[config.mk]
export PLATFORM = sky130hd
export DESIGN_NAME = ex_stage
export DESIGN_NICKNAME = d
export VERILOG_FILES = /design/src/rtl/ex_stage.sv
export SDC_FILE = /design/constraint.sdc
export NUM_CORES = 1
export LEC_CHECK = 0
export CAP_MARGIN = 25
export CORE_MARGIN = 3
export CORE_UTILIZATION = 35
export DETAILED_ROUTE_END_ITERATION = 8
export GPL_TIMING_DRIVEN = 0
export PLACE_DENSITY = 0.49
export SLEW_MARGIN = 10
export SYNTH_ARGS = -nofsm -noshare
export SYNTH_HDL_FRONTEND = slang
export SYNTH_SLANG_ARGS = --single-unit
[constraint.sdc]
create_clock -name clock -period 7.9 [get_ports clock]
set_input_delay 1.975 -clock clock [delete_from_list [all_inputs] [get_ports clock]]
set_output_delay 1.975 -clock clock [all_outputs]
set_load 0.005 [all_outputs]
[src/rtl/ex_stage.sv]
// Execute stage: ALU, store/link data select and an iterative 32-step multiply/divide
// unit with HI/LO. Every result is registered into the EX/MEM boundary.
package ex_stage_pkg;
   parameter int CONTROL_REG_SIZE = 16;
   parameter int LINK             = 5;

   typedef enum logic [4:0] {
      OP_ADD   = 5'd0,  OP_SUB   = 5'd1,  OP_AND   = 5'd2,  OP_OR    = 5'd3,
      OP_XOR   = 5'd4,  OP_NOR   = 5'd5,  OP_SLT   = 5'd6,  OP_SLTU  = 5'd7,
      OP_SLL   = 5'd8,  OP_SRL   = 5'd9,  OP_SRA   = 5'd10, OP_LUI   = 5'd11,
      OP_MULT  = 5'd12, OP_MULTU = 5'd13, OP_DIV   = 5'd14, OP_DIVU  = 5'd15,
      OP_MFHI  = 5'd16, OP_MFLO  = 5'd17, OP_PASSB = 5'd18
   } alu_op_e;
endpackage

module ex_stage
   import ex_stage_pkg::*;
(
   input  logic                          clock,
   input  logic                          reset,
   input  logic [0:31]                   rs_val,
   input  logic [0:31]                   op_b,
   input  logic [0:31]                   rt_val,
   input  logic [0:31]                   pc_plus8,
   input  logic [0:4]                    shamt,
   input  logic [0:4]                    alu_op,
   input  logic [0:CONTROL_REG_SIZE-1]   control,
   input  logic [0:4]                    rdIn,
   output logic                          stall,
   output logic [0:31]                   address,
   output logic [0:31]                   data_out,
   output logic [0:CONTROL_REG_SIZE-1]   control_out,
   output logic [0:4]                    rdOut
);
   typedef enum logic [1:0] {MD_IDLE, MD_BUSY, MD_DONE} md_state_e;

   // Ports use ascending ranges; work in descending form so bit 31 is the MSB.
   logic [31:0] a, b;
   logic [4:0]  sa;
   assign a  = rs_val;
   assign b  = op_b;
   assign sa = shamt;

   md_state_e   state_q;
   logic [4:0]  cnt_q;
   logic        is_div_q, neg_q, neg_rem_q, div0_q;
   logic [31:0] dvsr_q, hi_q, lo_q;
   logic [63:0] acc_q;

   logic        is_md, signed_op, a_neg, b_neg;
   logic [31:0] a_mag, b_mag, quo, rem, hi_d, lo_d, result;
   logic [32:0] mul_sum, div_top, div_diff;
   logic [63:0] step_acc, prod;

   assign stall = (state_q != MD_IDLE) && (alu_op inside {[5'd12:5'd17]});

   always_comb begin
      is_md     = alu_op inside {OP_MULT, OP_MULTU, OP_DIV, OP_DIVU};
      signed_op = (alu_op == OP_MULT) || (alu_op == OP_DIV);
      a_neg     = signed_op & a[31];
      b_neg     = signed_op & b[31];
      a_mag     = a_neg ? -a : a;
      b_mag     = b_neg ? -b : b;

      // acc holds {partial, multiplier} for multiply and {remainder, quotient} for divide.
      mul_sum  = {1'b0, acc_q[63:32]} + (acc_q[0] ? {1'b0, dvsr_q} : 33'd0);
      div_top  = acc_q[63:31];
      div_diff = div_top - {1'b0, dvsr_q};
      step_acc = is_div_q ?
                 {(div_diff[32] ? div_top[31:0] : div_diff[31:0]), acc_q[30:0], ~div_diff[32]} :
                 {mul_sum, acc_q[31:1]};

      prod = neg_q ? -acc_q : acc_q;
      quo  = neg_q ? -acc_q[31:0] : acc_q[31:0];
      rem  = neg_rem_q ? -acc_q[63:32] : acc_q[63:32];
      hi_d = is_div_q ? rem : prod[63:32];
      lo_d = is_div_q ? (div0_q ? '1 : quo) : prod[31:0];

      result = '0;
      case (alu_op)
         OP_ADD:   result = a + b;
         OP_SUB:   result = a - b;
         OP_AND:   result = a & b;
         OP_OR:    result = a | b;
         OP_XOR:   result = a ^ b;
         OP_NOR:   result = ~(a | b);
         OP_SLT:   result = {31'd0, $signed(a) < $signed(b)};
         OP_SLTU:  result = {31'd0, a < b};
         OP_SLL:   result = b << sa;
         OP_SRL:   result = b >> sa;
         OP_SRA:   result = $signed(b) >>> sa;
         OP_LUI:   result = {b[15:0], 16'h0000};
         OP_MFHI:  result = hi_q;
         OP_MFLO:  result = lo_q;
         OP_PASSB: result = b;
         default:  result = '0;
      endcase
   end

   always_ff @(posedge clock) begin
      if (reset) begin
         state_q     <= MD_IDLE;
         cnt_q       <= '0;
         is_div_q    <= 1'b0;
         neg_q       <= 1'b0;
         neg_rem_q   <= 1'b0;
         div0_q      <= 1'b0;
         dvsr_q      <= '0;
         acc_q       <= '0;
         hi_q        <= '0;
         lo_q        <= '0;
         address     <= '0;
         data_out    <= '0;
         control_out <= '0;
         rdOut       <= '0;
      end else begin
         if (stall) begin
            address     <= '0;
            data_out    <= '0;
            control_out <= '0;
            rdOut       <= '0;
         end else begin
            address     <= result;
            data_out    <= control[LINK] ? pc_plus8 : rt_val;
            control_out <= control;
            rdOut       <= rdIn;
         end

         case (state_q)
            MD_IDLE: if (is_md) begin
               is_div_q  <= (alu_op == OP_DIV) || (alu_op == OP_DIVU);
               neg_q     <= a_neg ^ b_neg;
               neg_rem_q <= a_neg;
               div0_q    <= (b == 32'd0);
               dvsr_q    <= b_mag;
               acc_q     <= {32'd0, a_mag};
               cnt_q     <= '0;
               state_q   <= MD_BUSY;
            end
            MD_BUSY: begin
               acc_q <= step_acc;
               cnt_q <= cnt_q + 5'd1;
               if (cnt_q == 5'd31) state_q <= MD_DONE;
            end
            MD_DONE: begin
               hi_q    <= hi_d;
               lo_q    <= lo_d;
               state_q <= MD_IDLE;
            end
            default: state_q <= MD_IDLE;
         endcase
      end
   end
endmodule

==> metrics.cfg, run 1 <==
[floorplan]
io_pins = 247
initial_core_util = 0.354
fp.dieH_um = 276
core_um2 = 71700
dieArea_um2 = 75900
rows = 98
die_x_um = 276

[power]
ir_worst_vdd_mv = 0.156
total_power_mw = 4.58
pwr_density_cell_nw_per_um2 = 151
p_leak_nw = 11.5

[grt]
grt_pass1_vias = 28100
grt_max_degree = 13
grt_usage = 0.377
grt_pass1_wl_mm = 208
grt_overflow_total = 0
antenna_found_initial = 5

[place]
place_congestion = 1.04
io_buffers = 242
hpwl_mm = 121

[final_layout]
final_common_cell = nor2_1
area_growth_pct = 19.4
final_cell_mix = 399 x nor2_1, 279 x a21oi_1, 274 x nand2_1
final_nets = 4079
drive_gt1_frac = 0.0452

[yosys]
synth_area_leader_cell = dfxtp_1
syn_nets = 3788
netlist.area_leader.share = 0.202
yosysWarnings = 0
synth-seq-cells = 256
synth_area_um2 = 25400
syn_inst = 3445
netlist_top_cells_area = dfxtp_1 20%, ha_1 8.8%, nor2_1 5.9%, a21oi_1 5.5%, mux2i_1 5.4%
synth_ff_type = dfxtp_1
synth_edf_count = 0
ys_seq_area_frac = 0.202
async_reset_ff_frac = 0
synth_area_per_cell_um2 = 7.38
synth_cell_types = 82

[clock_network]
cts_buffer_depth = 3
cts.clk_slew.worst_paths_ns = 0.05
root_buffer = clkbuf_16
cts_tree = done
cts_max_level = 2
cts_resized = 0
clock_latency_ns = 0.57
postCtsSetupBuffers = 0
numCtsBuffers = 35
postCtsHoldBufs = 0
cts.sinks = 256

[sta]
drv_slew = 0
relSlewSlack = 0.178
fin_setup_tns_ns = 0
finalClockSkew_ns = 0.0199
setup_viol = 0
rsz0062_at_grt = false
fmax_mhz = 138
fin_crit_ns = 7.26
worst_slew_pin_slew_ns = 1.23
finalHoldViolCount = 0
finalCritPeriodShare = 0.919

[detailed_routing]
ant_nets = 0
wirelength_mm = 148
wl_met3_mm = 11.6
dr.first_iter.drc_count = 3569
top_layer_used = met5
wirelength_met1_mm = 61.5
via_per_inst = 6.27
wl_per_cell_um = 31.4
drc = 0
drt-pass1-iter-count = 8
via_count = 29500
met2_length_mm = 63.9

[setup_path]
crit_type = input pin to flop
required_ns = 8.30
crit_arrival_ns = 7.67
crit_fanout = 10
start_kind = input pin
worstSetupEndpointType = flop

[worst_hold_path]
holdCritPathClass = flop to flop

[outcome]
status = finished clean

[flow_run]
maxCapViolations = 0

## synth_stat cells (44+ instances only)
master and count:
a21oi_1 279, nor3_1 72, nor2_1 400, nand2_1 274, o21ai_0 221, ha_1 178
and2_1 45, dfxtp_1 256, mux2i_1 138, inv_1 144, clkbuf_1 222, a211oi_1 152
xor2_1 64, xnor2_1 114, o31ai_1 44, nand3_1 82
## where the power goes
group	internal [mW]	switching, mW
logic	0.527	0.997
clock network	0.995	0.682
registers	1.34	0.0363
total	2.86	1.72
## path summary, 6_finish.rpt
check	endpoint	cells after the start	slack, ns	from
setup reg to reg	acc_q[63]	15	2.31	acc_q[31]
hold / removal	dvsr_q[31]	2	0.46	dvsr_q[31]
hold reg to reg	dvsr_q[31]	2	0.46	dvsr_q[31]
setup / recovery	address[4]	13	0.64	op_b[27]
## per-layer routing
layer  vias to the layer above  global-route usage
met5                         -                   0
li1                      13200                   -
met2                      1575               0.581
met4                         4               0.233
met1                     14400               0.499
met3                       369              0.0507
## sequential cells by signal, summed over array words and instances (netlist names)
signal / flops
control_out: 16
cnt_q: 5
div0_q: 1
data_out: 32
hi_q: 32
address: 32
rdOut: 5
neg_rem_q: 1
lo_q: 32
state_q: 2
dvsr_q: 32
acc_q: 64
is_div_q: 1
neg_q: 1
## kinds of logic (layout without fill, tap and decap cells)
family	Yosys count	count (layout)	share of synthesized area
simple gates	1107	1107	0.203
compound gates	1117	1117	0.291
flops	256	256	0.202
xor+xnor	178	178	0.0613
mux	187	187	0.0883
buf+inv	418	735	0.0638
other cells	0	2	0
fa+ha+maj	182	182	0.0907
## metrics by stage
| stage | util | hold slack, ns | setup WS (ns) | instance area (um2) | cells |
|---|---|---|---|---|---|
| after global routing | 0.423 | 0.470 | 0.744 | 30400 | 4713 |
| after floorplan | - | 0.431 | 3.06 | 25400 | 3445 |
| final | 0.423 | 0.459 | 0.637 | 30400 | 4714 |
| after detailed placement | 0.406 | 0.446 | 0.329 | 29100 | 4648 |
| after CTS | 0.423 | 0.459 | 0.863 | 30300 | 4711 |
| after global placement | 0.405 | 0.443 | 0.237 | 29000 | 4637 |
## critical path: stages
cell             delay (ns)
clkdlybuf4s50_1        0.85
clkbuf_1               0.78
inv_1                  0.27
ha_1                   0.69
inv_1                  0.22
a221oi_1               0.31
o41ai_1                0.25
a31oi_1                0.54
o21bai_1               0.24
a2111oi_0              0.89
and4b_1                0.34
mux2i_1                0.20
a31oi_1                0.11
## final cells by class
class	count	area, um2
timing repair buffer	254	2520
clock buffer	50	1000
antenna	2	5.00
sequential	256	5120
tap	950	1190
fill	7582	41400
multi-input combinational	2771	18700
buffer	270	1070
inverter	148	556
clock inverter	13	201
(Power assumes the default switching activity.)
==> run 2: changes to the inputs <==
--- a/config.mk
+++ b/config.mk
@@ -11,7 +11,6 @@
 export DETAILED_ROUTE_END_ITERATION = 8
 export GPL_TIMING_DRIVEN = 0
 export PLACE_DENSITY = 0.49
-export SLEW_MARGIN = 10
 export SYNTH_ARGS = -nofsm -noshare
 export SYNTH_HDL_FRONTEND = slang
 export SYNTH_SLANG_ARGS = --single-unit
==> metrics.cfg, run 2 (synthesis gave the netlist of run 1 again) <==
[setup_path]
rr_worst_depth = 15
critPathMaxStageDelay_ns = 0.88
worstSetupEndpointType = flop
r2r-end = acc_q[63]
start_kind = input pin
critPathSlowestCell = clkdlybuf4s50_1
path_cells = clkdlybuf4s50_1 > clkbuf_1 > inv_1 > ha_1 > inv_1 > a221oi_1 > o41ai_1 > a31oi_1 > o21bai_1 > a2111oi_0 > and4b_1 > mux2i_1 > a31oi_1
required_ns = 8.32
r2r-start = acc_q[31]
crit_type = input pin to flop
r2r_slack_ns = 2.20
crit_fanout = 10
crit_arrival_ns = 7.66

[detailed_routing]
wirelength_mm = 148
drc = 0
dr.first_iter.drc_count = 3763
wl_per_cell_um = 31.5
via_per_inst = 6.25
drt-pass1-iter-count = 7
ant_nets = 0
via_count = 29500

[clock_network]
cts_tree = done
cts_max_level = 2
numCtsBuffers = 34
cts.clk_slew.worst_paths_ns = 0.06
postCtsSetupBuffers = 0
clock_latency_ns = 0.59
cts_resized = 0
cts_buffer_depth = 3
cts.sinks = 256
root_buffer = clkbuf_16
postCtsHoldBufs = 0

[floorplan]
dieArea_um2 = 75900
fp.dieH_um = 276
initial_core_util = 0.354
rows = 98
die_x_um = 276
core_um2 = 71700
io_pins = 247

[grt]
grt_overflow_total = 0
grt_pass1_vias = 28300
grt_usage = 0.380
grt_pass1_wl_mm = 210
grt_max_degree = 12
antenna_found_initial = 4

[final_layout]
area_growth_pct = 19.0
drive_gt1_frac = 0.0444
final_common_cell = nor2_1
largest_reg_flops = 64
regMostFlops = acc_q
seq_area_um2 = 5120
final_nets = 4077
post-route-util = 0.422
nFillCells = 7710
final_cell_mix = 399 x nor2_1, 279 x a21oi_1, 274 x nand2_1
stdcell_area_um2 = 30200
multi_input_area_um2 = 18700

[place]
place_congestion = 1.04
hpwl_mm = 121
io_buffers = 242
pre_cts_ws_ns = 0.396
place_area_um2 = 29100

[sta]
setup_ws_ns = 0.656
finalCritPeriodShare = 0.917
fmax_mhz = 138
setup_viol = 0
finalClockSkew_ns = 0.0377
worst_slew_pin_slew_ns = 1.24
fin_crit_ns = 7.24
rsz0062_at_grt = false
drv_slew = 0
finalHoldViolCount = 0
relSlewSlack = 0.174
hold-worst-slack_ns = 0.460
fin_setup_tns_ns = 0

[worst_hold_path]
holdCritPathClass = flop to flop
min-delay-start = dvsr_q[26]
whs_endpoint = dvsr_q[26]
min_path_cells = 2

[flow_run]
maxCapViolations = 0

[outcome]
status = finished clean

[power]
p_leak_nw = 11.4
ir_worst_vdd_mv = 0.139
pwr_density_cell_nw_per_um2 = 147

-- run 2: metrics by stage --
step	total power, mW	instances
after CTS	4.41	4708
final	4.44	4712
after global routing	4.59	4710
after global placement	2.88	4637
after detailed placement	2.87	4646
after floorplan	2.24	3445
-- run 2: area by class of cell --
cell class,count,area share
Clock inverter,14,0.00418
Tap cell,950,0.0393
Buffer,270,0.0353
Multi-Input combinational cell,2771,0.618
Timing Repair Buffer,253,0.0836
Sequential cell,256,0.169
Inverter,148,0.0184
Antenna cell,2,0.000165
Clock buffer,48,0.0315
-- run 2: worst max-delay path, delay by kind of cell --
kind                     cells  cell delay [ns]
buffers and inverters        4             2.19
adder cells (fa/ha/maj)      1             0.69
multiplexers                 1             0.20
AND/OR/NAND/NOR              1             0.34
AO/OA/AOI/OAI                6             2.24
-- run 2: worst max path at each step --
| stage | from | endpoint | slack, ns |
|---|---|---|---|
| finish | op_b[27] | address[4] | 0.66 |
| floorplan | shamt[4] | address[1] | 3.06 |
| global route | op_b[27] | address[4] | 0.87 |
| detailed placement | op_b[27] | address[4] | 0.40 |
| CTS | op_b[27] | address[4] | 0.94 |
| global placement | op_b[27] | address[4] | 0.24 |
-- run 2: per-layer routing --
metal  routed length [um]  GRT usage  vias to the layer above
met2                64300      0.589                     1619
met3                12000     0.0555                      346
li1                     -          -                    13300
met4                10600      0.221                        2
met5                   16          0                        -
met1                61500      0.502                    14200
-- run 2: power breakdown --
group / switching (mW) / leakage [nW] / internal, mW
clock: 0.676 / 0.528 / 0.858
combinational: 0.997 / 8.82 / 0.528
sequential: 0.0363 / 2.09 / 1.34
